[src/rtl/pc_branch_unit.sv]
// ---------------------------------------------------------------------------
// pc_branch_unit
//
// Program counter and branch resolution for the single-cycle processor.
// Takes the decoded BEQ/BNE/J/HALT flags and the equality bit from the
// `equals` comparator, and produces the next fetch address every cycle.
// It also counts retired instructions. This is the only clocked state in the
// fetch path, and instruction memory is addressed directly from pc.
//
// Ports
//   clk          rising-edge system clock
//   rst_n        asynchronous active-low reset
//   stall        when high, pc, state and retire counter all hold
//   isBranchEq   decoded BEQ
//   isBranchNe   decoded BNE
//   isJump       decoded J
//   isHalt       decoded HALT
//   eqIn         equality result for the current instruction
//   offset       sign-extended word offset (WIDTH bits)
//   target       26-bit jump target field
//   pc           current fetch address
//   pcPlus4      pc + 4, combinational, wraps modulo 2^WIDTH
//   fetchValid   high while pc addresses a live instruction (RUN state)
//   taken        a branch or jump redirects the PC this cycle
//   halted       high in the HALTED state
//   retireCount  saturating count of instructions retired since reset
// ---------------------------------------------------------------------------
module pc_branch_unit #(
   parameter int unsigned      WIDTH     = 32,
   parameter logic [WIDTH-1:0] RESET_PC  = '0,
   parameter int unsigned      CNT_WIDTH = 32
) (
   input  logic                 clk,
   input  logic                 rst_n,
   input  logic                 stall,
   input  logic                 isBranchEq,
   input  logic                 isBranchNe,
   input  logic                 isJump,
   input  logic                 isHalt,
   input  logic                 eqIn,
   input  logic [WIDTH-1:0]     offset,
   input  logic [25:0]          target,
   output logic [WIDTH-1:0]     pc,
   output logic [WIDTH-1:0]     pcPlus4,
   output logic                 fetchValid,
   output logic                 taken,
   output logic                 halted,
   output logic [CNT_WIDTH-1:0] retireCount
);

   typedef enum logic [1:0] {
      BOOT   = 2'd0,
      RUN    = 2'd1,
      HALTED = 2'd2
   } state_t;

   state_t               state_q, state_d;
   logic [WIDTH-1:0]     pc_q, pc_d;
   logic [CNT_WIDTH-1:0] cnt_q, cnt_d;

   logic [WIDTH-1:0]     branchTarget;
   logic [WIDTH-1:0]     jumpTarget;
   logic                 eqTaken;
   logic                 neTaken;
   logic                 runActive;

   // Candidate addresses and branch conditions. The jump keeps the top bits
   // of pc+4 (the current region), which is why it is built from pcPlus4
   // rather than from pc. All additions wrap silently at WIDTH bits.
   always_comb begin
      pcPlus4      = pc_q + WIDTH'(4);
      branchTarget = pcPlus4 + (offset << 2);
      jumpTarget   = {pcPlus4[WIDTH-1:28], target, 2'b00};
      eqTaken      = isBranchEq & eqIn;
      neTaken      = isBranchNe & ~eqIn;
      runActive    = (state_q == RUN) & ~stall;
      taken        = runActive & ~isHalt & (isJump | eqTaken | neTaken);
   end

   // Next-state selection. Halt has the highest priority, then jump, then the
   // two conditional branches (BEQ is checked before BNE), then fall-through.
   // The retire counter also counts the halt instruction and sticks at
   // all-ones rather than wrapping.
   always_comb begin
      state_d = state_q;
      pc_d    = pc_q;
      cnt_d   = cnt_q;
      unique case (state_q)
         BOOT: begin
            state_d = RUN;
         end
         RUN: begin
            if (!stall) begin
               if (cnt_q != '1) begin
                  cnt_d = cnt_q + CNT_WIDTH'(1);
               end
               if (isHalt) begin
                  state_d = HALTED;
               end else if (isJump) begin
                  pc_d = jumpTarget;
               end else if (eqTaken || neTaken) begin
                  pc_d = branchTarget;
               end else begin
                  pc_d = pcPlus4;
               end
            end
         end
         HALTED: begin
            state_d = HALTED;
         end
         default: begin
            state_d = BOOT;
         end
      endcase
   end

   // The only clocked process. Reset acts immediately, so nothing from a
   // cycle that was in progress when rst_n fell can survive.
   always_ff @(posedge clk or negedge rst_n) begin
      if (!rst_n) begin
         state_q <= BOOT;
         pc_q    <= RESET_PC;
         cnt_q   <= '0;
      end else begin
         state_q <= state_d;
         pc_q    <= pc_d;
         cnt_q   <= cnt_d;
      end
   end

   // Status outputs are decoded directly from the registered state.
   always_comb begin
      pc          = pc_q;
      retireCount = cnt_q;
      fetchValid  = (state_q == RUN);
      halted      = (state_q == HALTED);
   end

endmodule

[config.mk]
export PLATFORM = sky130hd
export DESIGN_NAME = pc_branch_unit
export DESIGN_NICKNAME = d
export VERILOG_FILES = /design/src/rtl/pc_branch_unit.sv
export SDC_FILE = /design/constraint.sdc
export NUM_CORES = 1
export LEC_CHECK = 0
export ABC_AREA = 0
export ABC_CLOCK_PERIOD_IN_PS = 7700
export CAP_MARGIN = 20
export CELL_PAD_IN_SITES_DETAIL_PLACEMENT = 1
export CELL_PAD_IN_SITES_GLOBAL_PLACEMENT = 1
export CORE_MARGIN = 4
export CORE_UTILIZATION = 37
export DETAILED_ROUTE_END_ITERATION = 6
export PLACE_DENSITY_LB_ADDON = 0.05
export SYNTH_ARGS = -nofsm -noshare
export SYNTH_HDL_FRONTEND = slang
export SYNTH_SLANG_ARGS = --single-unit
[constraint.sdc]
create_clock -name clk -period 7.7 [get_ports clk]
set_clock_uncertainty 0.15 [all_clocks]
set_input_delay 1.54 -clock clk [delete_from_list [all_inputs] [get_ports clk]]
set_output_delay 1.54 -clock clk [all_outputs]
set_load 0.05 [all_outputs]
**Word level (Yosys, flattened, before mapping)**

Cells that the tools add are included.

- Mux-type cells: 5
- Eq/ne operators: 5
- $add $sub $neg: 3
- Bitwise logic cells: 10
- Reductions and logical operators: 5

Operators by type and width:

| kind | number |
|---|---|
| $mux 32 | 2 |
| $add 32x1->32 const B | 1 |
| $add 32x3->32 const B | 1 |
| $add 32x32->32 | 1 |
| $ne 32x32->1 const B | 1 |
| $pmux 2 s3 | 1 |
| $reduce_and 3->1 | 2 |
| $and 1x1->1 | 5 |
| $mux 2 | 2 |
| $ne 2x2->1 const B | 2 |
| $not 1->1 | 3 |
| $eq 2x1->1 const B | 1 |
| $eq 2x2->1 const B | 1 |
| $logic_not 2->1 | 1 |
| $or 1x1->1 | 2 |
| $reduce_and 2->1 | 1 |
| $logic_or 1x1->1 | 1 |

- Flip-flop bits (word level): 66
- Bits of input ports: 66

**Logic depth before layout (Yosys ltp)**

- Depth after elaboration: 5
- Mapped depth: 18

**Worst setup path before layout**

Ideal clock, no wire load.

- Path kind: register -> register
- From: register pc_q[2], in the netlist pc[2]
- To: register pc_q[31], in the netlist pc[31]
- Path slack: 2.798 ns
- Cell stages (with the launch flop): 17
- Path buffers: 1
- Setup time: 0.132 ns
- Data arrival time: 4.619 ns
- Period minus slack after synthesis: 4.902 ns
- Data required time: 7.418 ns
- Cell sequence: dfrtp_1 -> ha_1 -> and3_1 -> clkbuf_1 -> and3_1 -> nand2_1 -> xnor2_1 -> ha_1 -> a21o_1 -> a21oi_1 -> o21ai_1 -> o311ai_4 -> o211a_1 -> nor3_4 -> or3b_2 -> nand4_1 -> o211ai_1

- Longest elaborated chain between the ends: 4

RTL lines:

| element | line | source |
|---|---|---|
| start, declared | 58 | `logic [WIDTH-1:0] pc_q, pc_d;` |
| start signal, assigned | 126 | `pc_q <= pc_d;` |
| $add 32x3->32 | 71 | `pcPlus4 = pc_q + WIDTH'(4);` |
| via pcPlus4[16] | 44 | `output logic [WIDTH-1:0] pcPlus4,` |
| $add 32x32->32 | 72 | `branchTarget = pcPlus4 + (offset << 2);` |
| $mux 32 | 101 | `end else if (eqTaken \|\| neTaken) begin` |
| $mux 32 | 99 | `end else if (isJump) begin` |

The timed path passes the listed nets, and every way through them passes these cells.
A chain may end at the register's enable or synchronous reset.

**Worst setup path after layout**

- From: input stall
- To: output taken

- Longest elaborated chain between the ends: 4

RTL lines:

| element | line | source |
|---|---|---|
| start, declared | 35 | `input logic stall,` |
| $not 1->1 (no source line) | - |  |
| $and 1x1->1 | 76 | `runActive = (state_q == RUN) & ~stall;` |
| $and 1x1->1 (2 in series) | 77 | `taken = runActive & ~isHalt & (isJump \| eqTaken \| neTaken);` |
| end, declared | 46 | `output logic taken,` |

No other way between the ends.

==> results.sh <==
export IMPL_die_h_microns=127.7
export IMPL_switchingPower_w=0.001625
export IMPL_final_util_pct=52.71
export IMPL_cts_sinks=64
export IMPL_power_frac_seq_pct=18.4
export IMPL_fin_nets=894
export IMPL_vias=5321
export IMPL_die_area_sq_um=16320
export IMPL_max_stage_delay_ns=0.72
export IMPL_numCtsBuffers=9
export IMPL_tightestPinTransition_ns=1.078
export IMPL_synth_edf_count=0
export IMPL_clock_latency_ns=0.34
export IMPL_swShare_pct=53.29
export IMPL_start_kind="input pin"
export IMPL_final_common_cell="clkdlybuf4s50_1"
export IMPL_clockPowerShare_pct=14.1
export IMPL_ioPinCount=165
export IMPL_synth_cell_types=63
export IMPL_dp_hpwl_mm=13.87
export IMPL_syn_area_per_cell_sq_um=8.381
export IMPL_drv_slew=0
export IMPL_crit_family="buffers and inverters"
export IMPL_combPwrFrac_pct=67.5
export IMPL_post_cts_resized=0
export IMPL_drtPass1Iterations=4
export IMPL_first_global_vias=5678
export IMPL_max_freq_ghz=0.1867
export IMPL_synth_async_reset_ratio_pct=100.0
export IMPL_vdd_drop_max_v=0.0001986
export IMPL_drc=0
export IMPL_ant_nets=0
export IMPL_grt_setup_unrepaired="false"
export IMPL_slew_headroom_pct=27.89
export IMPL_final_cell_mix="clkdlybuf4s50_1 (157), nand2_1 (84), dfrtp_1 (64), xnor2_1 (55), nor2_1 (49)"
export IMPL_drive_gt1_share_pct=5.303
export IMPL_worst_path_most_repeated_cell="clkdlybuf4s50_1"
export IMPL_syn_area_sq_um=5305
export IMPL_final_setup_viol_count=0
export IMPL_cp_cell_sequence="clkdlybuf4s50_1 -> nand2b_1 -> nand2b_2 -> buf_4 -> nor2_1 -> clkdlybuf4s50_1"
export IMPL_std_cell_rows=43
export IMPL_min_path_type="flip-flop to flip-flop"
export IMPL_syn_inst=633
export IMPL_vias_per_cell=5.474
export IMPL_syn_to_final_growth_pct=38.99
export IMPL_place_congestion=0.8274
export IMPL_cts_tree="yes"
export IMPL_crit_buf_inv=3
export IMPL_root_buffer="clkbuf_16"
export IMPL_numPortBuffers=158
export IMPL_grt_max_degree=65
export IMPL_worst_ep_arrival_time_ns=3.67
export IMPL_initial_core_util_pct=37.92
export IMPL_endpoint_kind="primary output"
export IMPL_seq_area_frac_synth_pct=30.19
export IMPL_path_class="input pin to primary output"
export IMPL_multiInputGateArea_sq_um=3576
export IMPL_intPower_w=0.001424
export IMPL_p_leak_nw=3.118
export IMPL_grt_pass1_wl_mm=29.48
export IMPL_post_cts_buffers=0
export IMPL_outcome="complete, no violations"
export IMPL_ctsHoldBuffers=0
export IMPL_tns_ns=0
export IMPL_core_sq_um=13990
export IMPL_cp_data_required_time_ns=6.01
export IMPL_seq_area_sq_um=1602
export IMPL_dr_first_iter_drc_count=182
export IMPL_fillers=1656
export IMPL_grt_usage_pct=22.36
export IMPL_wl_per_cell_microns=18.56
export IMPL_grt_overflow_total=0
export IMPL_period_share_pct=69.57
export IMPL_crit_fanout=56
export IMPL_synthFlopType="dfrtp_1"
export IMPL_die_w_microns=127.7
export IMPL_slowest_stage="clkdlybuf4s50_1"
export IMPL_diodes=0
export IMPL_synth_seq_cells=64
export IMPL_clockBufferDepth=2
export IMPL_hold_viol=0
export IMPL_maxCapViolCount=0
export IMPL_h_tree_depth=3
export IMPL_pwr_density_cell_nw_per_um2=413.6
export IMPL_fin_crit_ns=5.357
export IMPL_routed_wirelength_mm=18.04
export IMPL_clk_pin_slew_ns=0.06
export IMPL_ys_warnings_count=0
export IMPL_antenna_found_initial=0
[synthesized netlist by cell type, drive strengths merged (16+ instances only)]
library cell	count	area share, %
o21ai	52	4.9
xor2	28	4.6
clkbuf	18	1.3
nand2	84	5.9
xnor2	55	9.1
a21o	20	2.8
nand3	30	3.3
nand4	16	2.2
nor2	50	3.7
a21oi	38	3.7
dfrtp	64	30
ha	40	9.4
[logic make-up after synthesis]
family | count (synthesis) | synth area share, %
AOI/OAI and AO/OA | 166 | 20.14
DFF | 64 | 30.19
adders and majority gates | 41 | 9.811
other | 1 | 0.07069
buffers and inverters | 37 | 2.901
muxes | 3 | 0.5896
xor gates and xnor gates | 83 | 13.70
and+or+nand+nor | 238 | 22.59
[area by class of cell]
type | count | share of cell area, %
multi-input cells | 535 | 48.50
clock inverters | 7 | 1.069
well taps | 180 | 3.054
inverters | 14 | 0.7127
clock buffers | 9 | 3.054
repair buffers | 163 | 21.89
flip-flops and latches | 64 | 21.72
[sequential cells by signal, summed over array words and instances, names as in the netlist]
name,cells
state_q,2
retireCount,32
pc,30
[worst paths after layout]
check | startpoint | endpoint | slack, ns | cells after the start
worst max-delay path | stall | taken | 2.34 | 6
worst min-delay path | retireCount[26] | retireCount[26] | 0.34 | 1
worst max register to register | pc[4] | pc[31] | 3.44 | 16
worst min register to register | retireCount[26] | retireCount[26] | 0.34 | 1
max in group asynchronous | rst_n | pc[5] | 5.57 | 2
min in group asynchronous | rst_n | pc[26] | 1.24 | 2
[power by group through the flow]
stage                     Sequential [W]  Combinational, W  Clock [W]
final                           0.000562           0.00206   0.000430
after global routing            0.000580           0.00222   0.000451
after CTS                       0.000563           0.00207   0.000441
after detailed placement        0.000567           0.00206          0
after global placement          0.000561           0.00202          0
after floorplan                 0.000834           0.00117          0
[worst reg2reg max path: cells and delay by family, from the launching register on]
family,cells,cell delay [ns]
AO/OA/AOI/OAI,5,0.99
flip-flops,1,0.46
AND/OR/NAND/NOR,9,1.95
XOR/XNOR,1,0.21
adder cells (fa/ha/maj),1,0.38
[layer usage]
layer	wire, microns	vias to the layer above	global-route usage (%)
li1	-	2569	-
met1	7843	2585	27.74
met2	8652	150	37.89
met3	1255	17	5.833
met4	289	0	7.179
met5	0	-	0
[metrics by stage]
stage / worst slack [ns] / area, sq um / cells / hold WS [ns] / total power, W
after floorplan: 2.798 / 5316 / 636 / 0.4016 / 0.002001
after global placement: 2.337 / 7069 / 956 / 0.3276 / 0.002580
after detailed placement: 2.308 / 7069 / 956 / 0.3309 / 0.002626
after CTS: 2.301 / 7373 / 972 / 0.3459 / 0.003074
after global routing: 2.189 / 7373 / 972 / 0.3711 / 0.003252
final: 2.343 / 7373 / 972 / 0.3424 / 0.003050
Note: power is estimated with default switching activity, not from simulation.
